[src/rtl/scircuit_seq_ctrl.sv]
// Multi-cycle controller/datapath for scircuit2: x = g << lt, z = h >>> eq.
// Define SCTRL_SHARE_ALU_EN for one shared add/sub unit; leave it undefined for three parallel adders.
module scircuit_seq_ctrl #(
  parameter int unsigned DATAWIDTH = 32
) (
  input  logic                 clk,
  input  logic                 rst,
  input  logic                 start,
  input  logic [DATAWIDTH-1:0] a,
  input  logic [DATAWIDTH-1:0] b,
  input  logic [DATAWIDTH-1:0] c,
  output logic                 busy,
  output logic                 done,
  output logic [DATAWIDTH-1:0] x,
  output logic [DATAWIDTH-1:0] z
);

`ifdef SCTRL_SHARE_ALU_EN
  typedef enum logic [2:0] {IDLE, S_D, S_E, S_F, S_CMP, S_OUT} state_t;
`else
  typedef enum logic [1:0] {IDLE, S_ADD, S_CMP, S_OUT} state_t;
`endif

  state_t state, state_n;

  logic signed [DATAWIDTH-1:0] a_q, b_q, c_q;
  logic signed [DATAWIDTH-1:0] d_q, e_q, f_q;
  logic                        lt_q, eq_q;
  logic signed [DATAWIDTH-1:0] g, h;

  logic capture, ld_cmp, ld_out;
`ifdef SCTRL_SHARE_ALU_EN
  logic                        ld_d, ld_e, ld_f;
  logic                        alu_sub, alu_sel_c;
  logic signed [DATAWIDTH-1:0] alu_rhs, alu_res;
`else
  logic ld_add;
`endif

  // State register
  always_ff @(posedge clk or negedge rst) begin
    if (!rst) state <= IDLE;
    else      state <= state_n;
  end

  // Next-state logic
  always_comb begin
    state_n = state;
    case (state)
      IDLE:    if (start) state_n = `ifdef SCTRL_SHARE_ALU_EN S_D `else S_ADD `endif ;
`ifdef SCTRL_SHARE_ALU_EN
      S_D:     state_n = S_E;
      S_E:     state_n = S_F;
      S_F:     state_n = S_CMP;
`else
      S_ADD:   state_n = S_CMP;
`endif
      S_CMP:   state_n = S_OUT;
      S_OUT:   state_n = IDLE;
      default: state_n = IDLE;
    endcase
  end

  // Datapath control decoded from the current state
  always_comb begin
    capture = (state == IDLE) && start;
    ld_cmp  = (state == S_CMP);
    ld_out  = (state == S_OUT);
`ifdef SCTRL_SHARE_ALU_EN
    ld_d      = (state == S_D);
    ld_e      = (state == S_E);
    ld_f      = (state == S_F);
    alu_sub   = (state == S_F);
    alu_sel_c = (state == S_E);
`else
    ld_add    = (state == S_ADD);
`endif
  end

`ifdef SCTRL_SHARE_ALU_EN
  assign alu_rhs = alu_sel_c ? c_q : b_q;
  assign alu_res = alu_sub ? DATAWIDTH'(a_q - alu_rhs) : DATAWIDTH'(a_q + alu_rhs);
`endif

  assign g = lt_q ? e_q : d_q;
  assign h = eq_q ? f_q : g;

  // Operands, intermediates and registered outputs
  always_ff @(posedge clk or negedge rst) begin
    if (!rst) begin
      a_q  <= '0;
      b_q  <= '0;
      c_q  <= '0;
      d_q  <= '0;
      e_q  <= '0;
      f_q  <= '0;
      lt_q <= 1'b0;
      eq_q <= 1'b0;
      x    <= '0;
      z    <= '0;
      done <= 1'b0;
      busy <= 1'b0;
    end else begin
      busy <= (state_n != IDLE);
      done <= ld_out;
      if (capture) begin
        a_q <= a;
        b_q <= b;
        c_q <= c;
      end
`ifdef SCTRL_SHARE_ALU_EN
      if (ld_d) d_q <= alu_res;
      if (ld_e) e_q <= alu_res;
      if (ld_f) f_q <= alu_res;
`else
      if (ld_add) begin
        d_q <= DATAWIDTH'(a_q + b_q);
        e_q <= DATAWIDTH'(a_q + c_q);
        f_q <= DATAWIDTH'(a_q - b_q);
      end
`endif
      if (ld_cmp) begin
        lt_q <= (d_q < e_q);
        eq_q <= (d_q == e_q);
      end
      if (ld_out) begin
        x <= DATAWIDTH'(g << lt_q);
        z <= DATAWIDTH'(h >>> eq_q);
      end
    end
  end

endmodule
[config.mk]
export PLATFORM = sky130hd
export DESIGN_NAME = scircuit_seq_ctrl
export DESIGN_NICKNAME = d
export VERILOG_FILES = /design/src/rtl/scircuit_seq_ctrl.sv
export SDC_FILE = /design/constraint.sdc
export NUM_CORES = 1
export LEC_CHECK = 0
export CAP_MARGIN = 20
export CORE_UTILIZATION = 55
export CTS_CLUSTER_DIAMETER = 40
export DETAILED_ROUTE_END_ITERATION = 6
export PLACE_DENSITY = 0.77
export SYNTH_ARGS = -nofsm -noshare
export SYNTH_HDL_FRONTEND = slang
export SYNTH_SLANG_ARGS = --single-unit
[constraint.sdc]
create_clock -name clk -period 3.15 [get_ports clk]
set_input_delay 0.4725 -clock clk [delete_from_list [all_inputs] [get_ports clk]]
set_output_delay 0.4725 -clock clk [all_outputs]
set_load 0.01 [all_outputs]
* Word-level counts from Yosys, hierarchy flattened
Index checks and enable logic that the tools add are counted.
Storage, ports and cells: bits in registers 262, input bits 99, output and inout port bits 66, word-level logic and storage cells 30
Cells by class: add/sub/neg operators 3, magnitude comparators 1, equality and inequality tests 4, shifts and indexed selects 2, multiplexer cells 4, reduce and logical (&&, ||, !) cells 3
Operator list (number):
- 32-bit adder | 2
- 32-bit two-way mux | 2
- 32-bit == test | 1
- 32-bit < comparator | 1
- 32-bit by 1-bit << shifter with 32-bit output | 1
- 32-bit by 1-bit >>> shifter with 32-bit output | 1
- 32-bit subtractor | 1
- 2-bit one-hot mux with 4 select lines | 1
- 2-bit == test, second input constant | 2
- 2-bit by 1-bit == test with 1-bit output, second input constant | 1
- 2-bit logical NOT | 1
- 2-bit two-way mux | 1
- 2-bit nonzero test | 1
- 1-bit logical AND | 1

* Depth between registers and ports, before layout
depth after elaboration 3, gate-level depth with buffers 11

* Worst setup path before layout
OpenSTA, ideal clock, no wires.
path type register to register, from reg a_q[0], to reg e_q[30], setup time 0.124 ns, arrival time 2.545 ns, data required time 3.026 ns, path slack 0.481 ns, stages on the path, launching flop included 11, path buffers 1, period minus slack after synthesis 2.669 ns, cell sequence dfrtp_1 > ha_1 > fa_1 > a21o_1 > a21oi_1 > o21ai_2 > nand4_1 > a311oi_1 > or3_1 > clkbuf_1 > a211o_1
Between the ends: longest elaborated chain between the ends 1
Ends and longest elaborated chain:
- start: declaration | RTL line 26 | logic signed [DATAWIDTH-1:0] a_q, b_q, c_q;
- start signal: assignment | RTL line 91 | a_q <= '0;
- start signal: assignment | RTL line 107 | a_q <= a;
- 32-bit adder | RTL line 118 | e_q <= DATAWIDTH'(a_q + c_q);
- end signal: assignment | RTL line 118
- end: declaration | RTL line 27 | logic signed [DATAWIDTH-1:0] d_q, e_q, f_q;
No other way between the ends. A chain may end at the register's enable or synchronous reset.

* Worst setup path after layout
from reg a_q[2], to reg f_q[20]
Between the ends: longest elaborated chain between the ends 1
Ends and longest elaborated chain:
- 32-bit subtractor | RTL line 119 | f_q <= DATAWIDTH'(a_q - b_q);
- end signal: assignment | RTL line 119
- end: declaration | RTL line 27
No other way between the ends.

==> results.cfg <==
[global_route]
grt_pass1_wl_um = 71800
grt_pass1_vias = 13100
grt_max_degree = 97
grt-ovfl-total = 0
gr-usage-all-layers_pct = 29.9
antenna_found_initial = 0

[drt]
ant_nets = 0
dr.pass1.iters = 6
drtIter0Drc = 1041
via_per_inst = 5.89
num_vias = 13500
drcViolationCount = 0
routed_wirelength_um = 44500
wire_per_inst_um = 19.4

[worst_hold_path]
min_path_type = flop to flop

[yosys]
syn_avg_cell_area_um2 = 9.57
synth_cell_type_count = 76
netlist_instances = 1716
synth.most_common_cell = dfrtp_1
synth_area_leaders = dfrtp_1 (40%), mux2_2 (11%), ha_1 (9.9%)
ys_seq_elements = 261
async_reset_ff_share_pct = 100
synth_common_cells = dfrtp_1 (261), a21oi_1 (217), mux2_2 (155)
syn_nets = 1948
synth_edf_count = 0
yosys.area.top_type = dfrtp_1
synth_top_area_share_pct = 39.8
synthFlopType = dfrtp_1
yosysSeqAreaShare_pct = 39.8
yosys_warnings = 0
syn_area_um2 = 16400

[cells_and_area]
finalInstanceArea_um2 = 20000
fin_nets = 2109
layout-drive-gt1-share_pct = 16.1
antenna_cells = 0
syn_to_final_growth_pct = 21.9
nFillCells = 2238
instances_no_fill = 2293
final_core_util_pct = 69.0

[die]
die_h_um = 175
start_util_pct = 56.6
ios = 165
coreArea_um2 = 29000
die-area_um2 = 30600
placementRows = 62
die_x_um = 175

[worst_setup_path]
rr_worst_depth = 10
start_kind = flop
timing.rr.end = f_q[20]
critical_path.top_delay_family = compound AO/OA/AOI/OAI gates
crit_fanout = 6
arrival_ns = 3.39
crit_slowest_cell = dfrtp_1
worst-path-stages = 10
cp_num_buf_inv = 1
cp-endpoint = f_q[20]
critical-path-max-stage-delay_ns = 0.43
reg2reg_setup_slack_ns = 0.17
cp_data_required_time_ns = 3.56
startpoint = a_q[2]
r2r-start = a_q[2]
path_class = flop to flop
end_kind = flop
path_cells = ha_1 -> nor2b_1 -> o211ai_1 -> a21oi_1 -> o41a_1 -> a211oi_2 -> buf_4 -> o21bai_1 -> xnor2_1 -> mux2_2

[cts]
numClockSinks = 261
cts-root-buf = clkbuf_16
tritoncts = yes
path_clk_slew_ns = 0.06
htreeDepth = 2
cts_buffers = 40
cts_buffer_depth = 3
clock_latency_ns = 0.53

[timing]
report.final.slew_viol_count = 0
fin_crit_ns = 2.98
finalSetupViolations = 0
rsz0062_at_grt = false
worst_clock_skew_ns = 0.0175
tns_ns = 0
max_freq_mhz = 335
hold_viol_final = 0
worstMarginPinSlew_ns = 0.885
fin_crit_sh_pct = 94.7
maxSlewHeadroom_pct = 41.0

[place]
place_congestion = 0.951
hpwl_um = 34300
port_buffers = 164
dp_cells = 2218
dpl_cell_area_um2 = 18600

[status]
status = complete, no violations

[job]
maxCapViolCount = 0
[area by class of cell]
class | instances | area, µm² | share of cell area, %
flip-flops and latches | 261 | 6530 | 32.6
clock inverters | 27 | 275 | 1.38
inverters | 112 | 420 | 2.10
clock buffers | 47 | 1080 | 5.39
repair buffers | 209 | 2050 | 10.2
well taps | 384 | 480 | 2.40
multi-input cells | 1253 | 9180 | 45.9
[stage by stage]
stage                     hold WS (ns)  setup WS (ns)
final                            0.504          0.168
after global routing             0.520         0.0184
after global placement           0.488          0.130
after floorplan                  0.177          0.481
after CTS                        0.508          0.109
after detailed placement         0.494          0.124
[how the worst min path moves through the flow]
stage	start	endpoint	cells past startpoint
floorplan	rst	a_q[0]	0
CTS	z[1]	z[1]	1
global placement	z[10]	z[10]	1
detailed placement	z[5]	z[5]	1
finish	z[4]	z[4]	1
global route	f_q[6]	f_q[6]	1
[worst register-to-register path: stages (launching register included)]
cell and delay, ns:
dfrtp_1 0.43, ha_1 0.42, nor2b_1 0.19, o211ai_1 0.26, a21oi_1 0.16, o41a_1 0.42
a211oi_2 0.32, buf_4 0.17, o21bai_1 0.07, xnor2_1 0.16, mux2_2 0.28
[cells in the final DEF, fill, tap and decap left out, drive strengths merged, types with 25 or more instances in the layout]
master | netlist | layout
a21o | 46 | 46
a21oi | 217 | 217
buf | 33 | 45
clkbuf | 57 | 47
clkdlybuf4s50 | 0 | 163
dfrtp | 261 | 261
ha | 130 | 130
inv | 111 | 121
mux2 | 155 | 155
nand2 | 102 | 102
nand3 | 25 | 25
nor2 | 114 | 114
nor2b | 43 | 43
o21ai | 87 | 87
xnor2 | 52 | 52
[cells by family after synthesis]
family                     share of synthesized area (%)
and+or+nand+nor                                     11.8
buffers and inverters                               4.79
xor gates and xnor gates                            3.57
AOI/OAI and AO/OA                                   18.5
DFF                                                 39.8
adders and majority gates                           10.3
muxes                                               11.3
[routing by layer]
metal	share of wire (%)	track usage (%)	wire, µm	vias up
li1	-	-	-	6468
met1	51	47.8	22500	6518
met2	40	41.2	17900	480
met3	7.2	5.46	3220	51
met4	2.0	6.92	892	0
met5	0	0	0	-
[flip-flops by register name (all words and copies together), names as in the netlist]
signal and count:
lt_q 1, b_q 32, busy 1, state 2, z 32, a_q 32
c_q 32, done 1, x 32, eq_q 1, f_q 31, d_q 32
e_q 32
[timing repair]
action	CTS	global route
resized for setup	0	11
setup buffers	0	0
setup endpoints to repair	0	10
hold endpoints to repair	78	0
hold buffers	1	0
Power is left out: the tool's default activity adds up to more than one toggle a clock period on the data nets, which glitch-free logic cannot reach.
